--- config.mk ---
export PLATFORM = sky130hd
export DESIGN_NAME = melody_sequencer
export DESIGN_NICKNAME = d
export VERILOG_FILES = /design/src/rtl/melody_sequencer.sv
export SDC_FILE = /design/constraint.sdc
export NUM_CORES = 1
export LEC_CHECK = 0
export CORE_ASPECT_RATIO = 1.25
export CORE_MARGIN = 4
export CORE_UTILIZATION = 35
export CTS_CLUSTER_SIZE = 25
export DETAILED_ROUTE_END_ITERATION = 8
export PLACE_DENSITY = 0.59
export SLEW_MARGIN = 20
export SYNTH_ARGS = -nofsm -noshare
export SYNTH_HDL_FRONTEND = slang
export SYNTH_SLANG_ARGS = --single-unit
--- constraint.sdc ---
create_clock -name clk -period 5.9 [get_ports clk]
set_input_delay 0.885 -clock clk [delete_from_list [all_inputs] [get_ports clk]]
set_output_delay 0.885 -clock clk [all_outputs]
set_load 0.01 [all_outputs]
--- src/rtl/melody_sequencer.sv ---
// Score-driven melody sequencer: steps through a 16-entry score, emitting
// note selections with beat-timed durations and articulation gaps.
module melody_sequencer #(
  parameter int unsigned CLOCK_FREQ = 12000000,
  parameter int unsigned BEAT_HZ    = 8,
  parameter int unsigned GAP_CYCLES = 12000
) (
  input  logic       clk,
  input  logic       rst,
  input  logic       start,
  input  logic       stop,
  input  logic       loop_en,
  input  logic       wr_en,
  input  logic [3:0] wr_addr,
  input  logic [7:0] wr_data,
  output logic [3:0] note_sel,
  output logic       tone_en,
  output logic       busy,
  output logic [3:0] step_idx,
  output logic       done
);

  localparam int unsigned BEAT_CYCLES = CLOCK_FREQ / BEAT_HZ;
  localparam int unsigned DUR_MAX     = 7 * BEAT_CYCLES;
  localparam int unsigned DUR_W       = (DUR_MAX > 1) ? $clog2(DUR_MAX + 1) : 1;
  localparam int unsigned GAP_W       = (GAP_CYCLES > 1) ? $clog2(GAP_CYCLES + 1) : 1;
  localparam logic [GAP_W-1:0] GAP_LOAD = GAP_W'((GAP_CYCLES > 0) ? GAP_CYCLES - 1 : 0);

  typedef enum logic [1:0] {
    S_IDLE,
    S_PLAY,
    S_GAP,
    S_DONE
  } state_t;

  state_t             state_q, state_d;
  logic [3:0]         step_q, step_d;
  logic [3:0]         note_q, note_d;
  logic               tone_q, tone_d;
  logic               busy_q, busy_d;
  logic               done_q, done_d;
  logic [DUR_W-1:0]   dur_q, dur_d;
  logic [GAP_W-1:0]   gap_q, gap_d;
  logic [7:0]         score_q [16];
  logic [7:0]         score_d [16];

  logic [3:0]         nxt_idx;
  logic [3:0]         adv_idx;
  logic               adv_play;
  logic [3:0]         play_idx;
  logic               go_play;
  logic               go_done;

  // Counter preload: a step lasts beats * BEAT_CYCLES cycles, counting down to 0.
  function automatic logic [DUR_W-1:0] dur_load(input logic [2:0] beats);
    return DUR_W'(32'(beats) * BEAT_CYCLES - 1);
  endfunction

  // Score writes are accepted only while idle.
  always_comb begin
    score_d = score_q;
    if (wr_en && !busy_q) begin
      score_d[wr_addr] = wr_data;
    end
  end

  // Step-advance decision: next entry, else wrap to entry 0 when looping, else finish.
  always_comb begin
    nxt_idx  = step_q + 4'd1;
    adv_play = 1'b0;
    adv_idx  = step_q;
    if (step_q != 4'hF && score_q[nxt_idx][2:0] != 3'd0) begin
      adv_play = 1'b1;
      adv_idx  = nxt_idx;
    end else if (loop_en && score_q[0][2:0] != 3'd0) begin
      adv_play = 1'b1;
      adv_idx  = '0;
    end
  end

  // Next-state and registered-output logic; PLAY/DONE entry is shared by
  // IDLE start and the step-advance paths via go_play/go_done.
  always_comb begin
    state_d  = state_q;
    step_d   = step_q;
    note_d   = note_q;
    tone_d   = tone_q;
    done_d   = 1'b0;
    dur_d    = dur_q;
    gap_d    = gap_q;
    go_play  = 1'b0;
    go_done  = 1'b0;
    play_idx = adv_idx;

    case (state_q)
      S_IDLE: begin
        tone_d = 1'b0;
        if (start && !stop) begin
          if (score_q[0][2:0] != 3'd0) begin
            go_play  = 1'b1;
            play_idx = '0;
          end else begin
            go_done = 1'b1;
          end
        end
      end
      S_PLAY: begin
        if (stop) begin
          state_d = S_IDLE;
          tone_d  = 1'b0;
        end else if (dur_q != '0) begin
          dur_d = dur_q - DUR_W'(1);
        end else if (GAP_CYCLES != 0) begin
          state_d = S_GAP;
          tone_d  = 1'b0;
          gap_d   = GAP_LOAD;
        end else begin
          go_play = adv_play;
          go_done = !adv_play;
        end
      end
      S_GAP: begin
        if (stop) begin
          state_d = S_IDLE;
          tone_d  = 1'b0;
        end else if (gap_q != '0) begin
          gap_d = gap_q - GAP_W'(1);
        end else begin
          go_play = adv_play;
          go_done = !adv_play;
        end
      end
      S_DONE: begin
        state_d = S_IDLE;
        tone_d  = 1'b0;
      end
      default: begin
        state_d = S_IDLE;
        tone_d  = 1'b0;
      end
    endcase

    if (go_play) begin
      state_d = S_PLAY;
      step_d  = play_idx;
      note_d  = score_q[play_idx][7:4];
      tone_d  = !score_q[play_idx][3];
      dur_d   = dur_load(score_q[play_idx][2:0]);
    end
    if (go_done) begin
      state_d = S_DONE;
      done_d  = 1'b1;
      tone_d  = 1'b0;
    end

    busy_d = (state_d != S_IDLE);
  end

  // State, output and score registers with synchronous reset.
  always_ff @(posedge clk) begin
    if (rst) begin
      state_q <= S_IDLE;
      step_q  <= '0;
      note_q  <= '0;
      tone_q  <= 1'b0;
      busy_q  <= 1'b0;
      done_q  <= 1'b0;
      dur_q   <= '0;
      gap_q   <= '0;
      score_q <= '{default: '0};
    end else begin
      state_q <= state_d;
      step_q  <= step_d;
      note_q  <= note_d;
      tone_q  <= tone_d;
      busy_q  <= busy_d;
      done_q  <= done_d;
      dur_q   <= dur_d;
      gap_q   <= gap_d;
      score_q <= score_d;
    end
  end

  assign note_sel = note_q;
  assign tone_en  = tone_q;
  assign busy     = busy_q;
  assign step_idx = step_q;
  assign done     = done_q;

endmodule
==> summary.md <==
| Metric | Value |
|---|---|
| Cell Area, Synth | `9940 sq um` |
| Leak pwr | `0.00532 uW` |
| Main combinational cell family by area after synthesis | `simple AND/OR/NAND/NOR gates` |
| Remaining max-slew budget at the tightest pin | `25.7%` |
| Peak supply drop | `168 uV` |
| Library cell with the largest summed area after synthesis | `sky130_fd_sc_hd__dfxtp_1` |
| Critical Path RT | `6.21 ns` |
| Final cell count without fillers | `1651` |
| Setup Skew | `0.0127 ns` |
| Number of vias after detailed routing | `8814` |
| Synthesis warning total | `0` |
| Total number of placement rows | `68` |
| Routed length per placed instance | `17.3 um` |
| Net count reported at finish | `1327` |
| Crit Path Class | `register to register` |
| Number of clock buffers inserted by TritonCTS | `17` |
| Number of max-slew violations in the final report | `0` |
| Final critical path time including I/O delays and setup | `5.86 ns` |
| Number of endpoints with negative hold slack in the final report | `0` |
| Register bit total from synthesis | `179` |
| Maximum number of pins on one net before global-route repair | `132` |
| Number of cells produced by synthesis | `1181` |
| Clk pin slew, worst setup/hold paths | `0.06 ns` |
| Multiplexer share of the synthesized area | `15.7%` |
| Number of top-level pins | `29` |
| Final clock period utilization by the worst path | `99.3%` |
| First-pass GRT wire length | `45.6 mm` |
| Die Y | `196 um` |
| Final setup violation count | `0` |
| Layout Area Growth over Synthesis | `25.1%` |
| Cell types occupying the most area after synthesis | `sky130_fd_sc_hd__dfxtp_1, sky130_fd_sc_hd__mux2i_1, sky130_fd_sc_hd__nor2_1` |
| Kind of capture point of the worst setup path | `register` |
| Post-synthesis area per instance | `8.42 sq um` |
| Cell at the root of the clock tree | `sky130_fd_sc_hd__clkbuf_16` |
| Antenna violations before repair | `0` |
| Slowest stage cell on the critical path | `sky130_fd_sc_hd__or4b_4` |
| TritonCTS clock tree | `built` |
| Max capacitance violation total | `0` |
| Inst Count DP | `1605` |
| Area of the placeable core | `27800 sq um` |
| Arr. time, crit path | `6.17 ns` |
| Highest Clock Rate | `0.171 GHz` |
| Worst-path maximum fanout | `8` |
| Dpl hpwl | `20.1 mm` |
| Number of global-route vias before repair | `8689` |
| CTS Buffer Depth | `2` |
| Placer's final routability congestion estimate | `0.903` |
| Final wirelength | `28.5 mm` |
| Basic-gate share of the synthesized area counting and, or, nand and nor cells | `23.8%` |
| Initial cell density of the core | `35.7%` |
| Outcome | `completed` |
| Fraction of the mapped netlist area in adder cells | `2.89%` |
| Measured slew at the worst slew-check pin | `1.11 ns` |
| Final routed DRC violation total | `0` |
| Filler cell count | `2688` |
| Source-to-sink clock delay at the later pin of the worst-skew pair | `0.43 ns` |
| Setup repair after global routing missed its margin | `yes` |
| Setup TNS after final layout | `0 ns` |
| Overall fraction of global-route tracks in use | `17.8%` |
| Count of input and output buffers | `28` |
| Width of the die | `159 um` |
| TritonCTS Sinks | `179` |
| Die Footprint | `31200 sq um` |
| Parity-gate share of the synthesized area counting xor and xnor cells | `3.50%` |
| Largest incremental delay on the critical path | `0.59 ns` |
| Post-detailed-route via-to-cell ratio | `5.34` |
| Cell-by-cell trace of the critical path | `ha_4 > buf_12 > nor4_2 > buf_4 > o21ai_1 > a21oi_1 > o21bai_4 > buf_4 > or4_4 > a21bo_1 > a31oi_2 > o21a_1 > a21o_2 > inv_2 > fa_1 > ha_2 > inv_2 > fa_2 > xnor2_2 > or4b_4 > nor3_4 > and4_4 > a21oi_2 > o31a_1` |
| Primary flip-flop cell chosen by synthesis mapping | `sky130_fd_sc_hd__dfxtp_1` |
| Critical path launch point type | `register` |
| Number of distinct standard cells referenced by the synthesized netlist | `86` |
| Fraction of layout cells with a size suffix above 1 | `20.2%` |
| Share of flip-flops with an asynchronous set or reset | `0%` |
| Number of iterations in the first detailed-routing pass | `7` |
| Post-synthesis sequential area ratio | `36.0%` |
| Top-area cell type share of the netlist area | `36.0%` |
| Antenna fix cells | `0` |
| Drt first-iter violations | `535` |
| Aggregate global routing overflow | `0` |
| Kind of path behind the tightest hold check | `register to register` |
| Area fraction in compound gates after synthesis | `13.7%` |
| Power per cell area | `277 nW/um^2` |
| Nets in the synthesized netlist | `1219` |
| Number of enable-type register cells in the synthesized netlist | `0` |
| Number of routed nets with antenna violations | `0` |
| Deepest level of the CTS H-tree | `4` |
placed cells by master (no fill, tap or decap), types with 4 or more instances in the layout:
cell type,count
sky130_fd_sc_hd__nor3b_1,4
sky130_fd_sc_hd__o31ai_1,6
sky130_fd_sc_hd__and2_1,6
sky130_fd_sc_hd__nand4_1,6
sky130_fd_sc_hd__buf_6,10
sky130_fd_sc_hd__dfxtp_1,177
sky130_fd_sc_hd__a21oi_2,6
sky130_fd_sc_hd__nand3_1,33
sky130_fd_sc_hd__o21ai_0,28
sky130_fd_sc_hd__a21oi_1,38
sky130_fd_sc_hd__xor2_1,14
sky130_fd_sc_hd__xnor2_1,19
sky130_fd_sc_hd__mux2_2,8
sky130_fd_sc_hd__and3_1,5
sky130_fd_sc_hd__clkdlybuf4s50_1,26
sky130_fd_sc_hd__a21o_1,4
sky130_fd_sc_hd__or3_1,8
sky130_fd_sc_hd__inv_1,20
sky130_fd_sc_hd__a311oi_1,7
sky130_fd_sc_hd__a211oi_1,18
sky130_fd_sc_hd__buf_4,120
sky130_fd_sc_hd__nor2_1,188
sky130_fd_sc_hd__nor4_2,4
sky130_fd_sc_hd__xnor2_2,4
sky130_fd_sc_hd__clkinv_4,4
sky130_fd_sc_hd__nor3_1,14
sky130_fd_sc_hd__nand2b_1,6
sky130_fd_sc_hd__ha_1,10
sky130_fd_sc_hd__nor4b_4,6
sky130_fd_sc_hd__nor4_4,4
sky130_fd_sc_hd__o31a_1,4
sky130_fd_sc_hd__nor4_1,16
sky130_fd_sc_hd__a311o_1,4
sky130_fd_sc_hd__o211ai_1,24
sky130_fd_sc_hd__nand2_1,152
sky130_fd_sc_hd__nor2b_1,14
sky130_fd_sc_hd__o21ai_1,6
sky130_fd_sc_hd__mux2i_1,146
sky130_fd_sc_hd__clkbuf_16,18
cell usage after synthesis, types with 19 or more instances:
cell	number
sky130_fd_sc_hd__nor2_1	189
sky130_fd_sc_hd__dfxtp_1	179
sky130_fd_sc_hd__nand2_1	154
sky130_fd_sc_hd__mux2i_1	147
sky130_fd_sc_hd__clkbuf_1	55
sky130_fd_sc_hd__a21oi_1	44
sky130_fd_sc_hd__o21ai_0	34
sky130_fd_sc_hd__nand3_1	33
sky130_fd_sc_hd__o211ai_1	24
sky130_fd_sc_hd__inv_1	22
sky130_fd_sc_hd__xnor2_1	21
sky130_fd_sc_hd__a211oi_1	20
sky130_fd_sc_hd__nor3_1	19
sky130_fd_sc_hd__nor4_1	19
flip-flops by register name, indices dropped and copies added (netlist names):
signal	count
busy	1
score_q	128
tone_en	1
gap_q	14
state_q	2
dur_q	24
note_sel	4
done	1
step_idx	4
path summary, 6_finish.rpt:
kind,to,slack (ns),depth (start not counted),from
setup / recovery,dur_q[22],0.04,24,step_idx[0]
setup reg to reg,dur_q[22],0.04,24,step_idx[0]
hold reg to reg,note_sel[0],0.45,2,note_sel[0]
hold / removal,note_sel[0],0.45,2,note_sel[0]
what timing repair did:
| action | 4_1_cts | 5_1_grt |
|---|---|---|
| buffers inserted | 2 | 13 |
| pin swaps | 3 | 40 |
| gates cloned | 0 | 1 |
| setup endpoints to repair | 6 | 11 |
| gates resized for setup | 18 | 69 |
| hold buffers | 0 | 0 |
stage by stage:
step | util (%) | hold slack (ns) | power [uW] | setup WS, ns | area (sq um)
final | 44.7 | 0.455 | 3450 | 0.0400 | 12400
after global routing | 44.7 | 0.472 | 3620 | -0.0672 | 12400
after CTS | 43.1 | 0.458 | 3410 | 0.000407 | 12000
after detailed placement | 40.7 | 0.448 | 2280 | -0.490 | 11300
after global placement | 40.7 | 0.442 | 2270 | -0.404 | 11300
after floorplan | - | 0.427 | 2010 | 0.0231 | 9960
cell type report:
| cell class | count | area, sq um | area share (%) |
|---|---|---|---|
| sequential | 179 | 3590 | 28.8 |
| multi-input combinational | 905 | 6350 | 51.1 |
| clock inverter | 11 | 123 | 0.986 |
| inverter | 23 | 86.3 | 0.694 |
| tap | 350 | 438 | 3.52 |
| clock buffer | 20 | 447 | 3.59 |
| timing repair buffer | 163 | 1400 | 11.3 |
cells by family (layout without fill, tap and decap cells):
| logic type | count (synthesis) | count (layout) |
|---|---|---|
| DFF | 179 | 179 |
| adders and majority gates | 20 | 20 |
| xor gates and xnor gates | 38 | 38 |
| muxes | 155 | 155 |
| and+or+nand+nor | 499 | 499 |
| AOI/OAI and AO/OA | 193 | 193 |
| buffers and inverters | 97 | 217 |
metal layers:
| metal | global-route usage [%] | part of all wire (%) | up-vias |
|---|---|---|---|
| li1 | - | - | 4360 |
| met1 | 21.3 | 44 | 4277 |
| met2 | 32.9 | 51 | 132 |
| met3 | 2.41 | 2.7 | 45 |
| met4 | 6.08 | 2.5 | 0 |
| met5 | 0 | 0 | - |
worst max-delay path, delay by kind of cell (launching register included):
kind	cells	cell delay [ns]
AOI/OAI and AO/OA	9	1.67
and+or+nand+nor	5	1.65
adders and majority gates	4	1.41
buffers and inverters	5	0.53
DFF	1	0.34
xor gates and xnor gates	1	0.16
power breakdown:
group	switching [uW]	internal (uW)
combinational	536	439
clock	511	602
sequential	73.2	1290
Note: power is estimated with default switching activity, not from simulation.
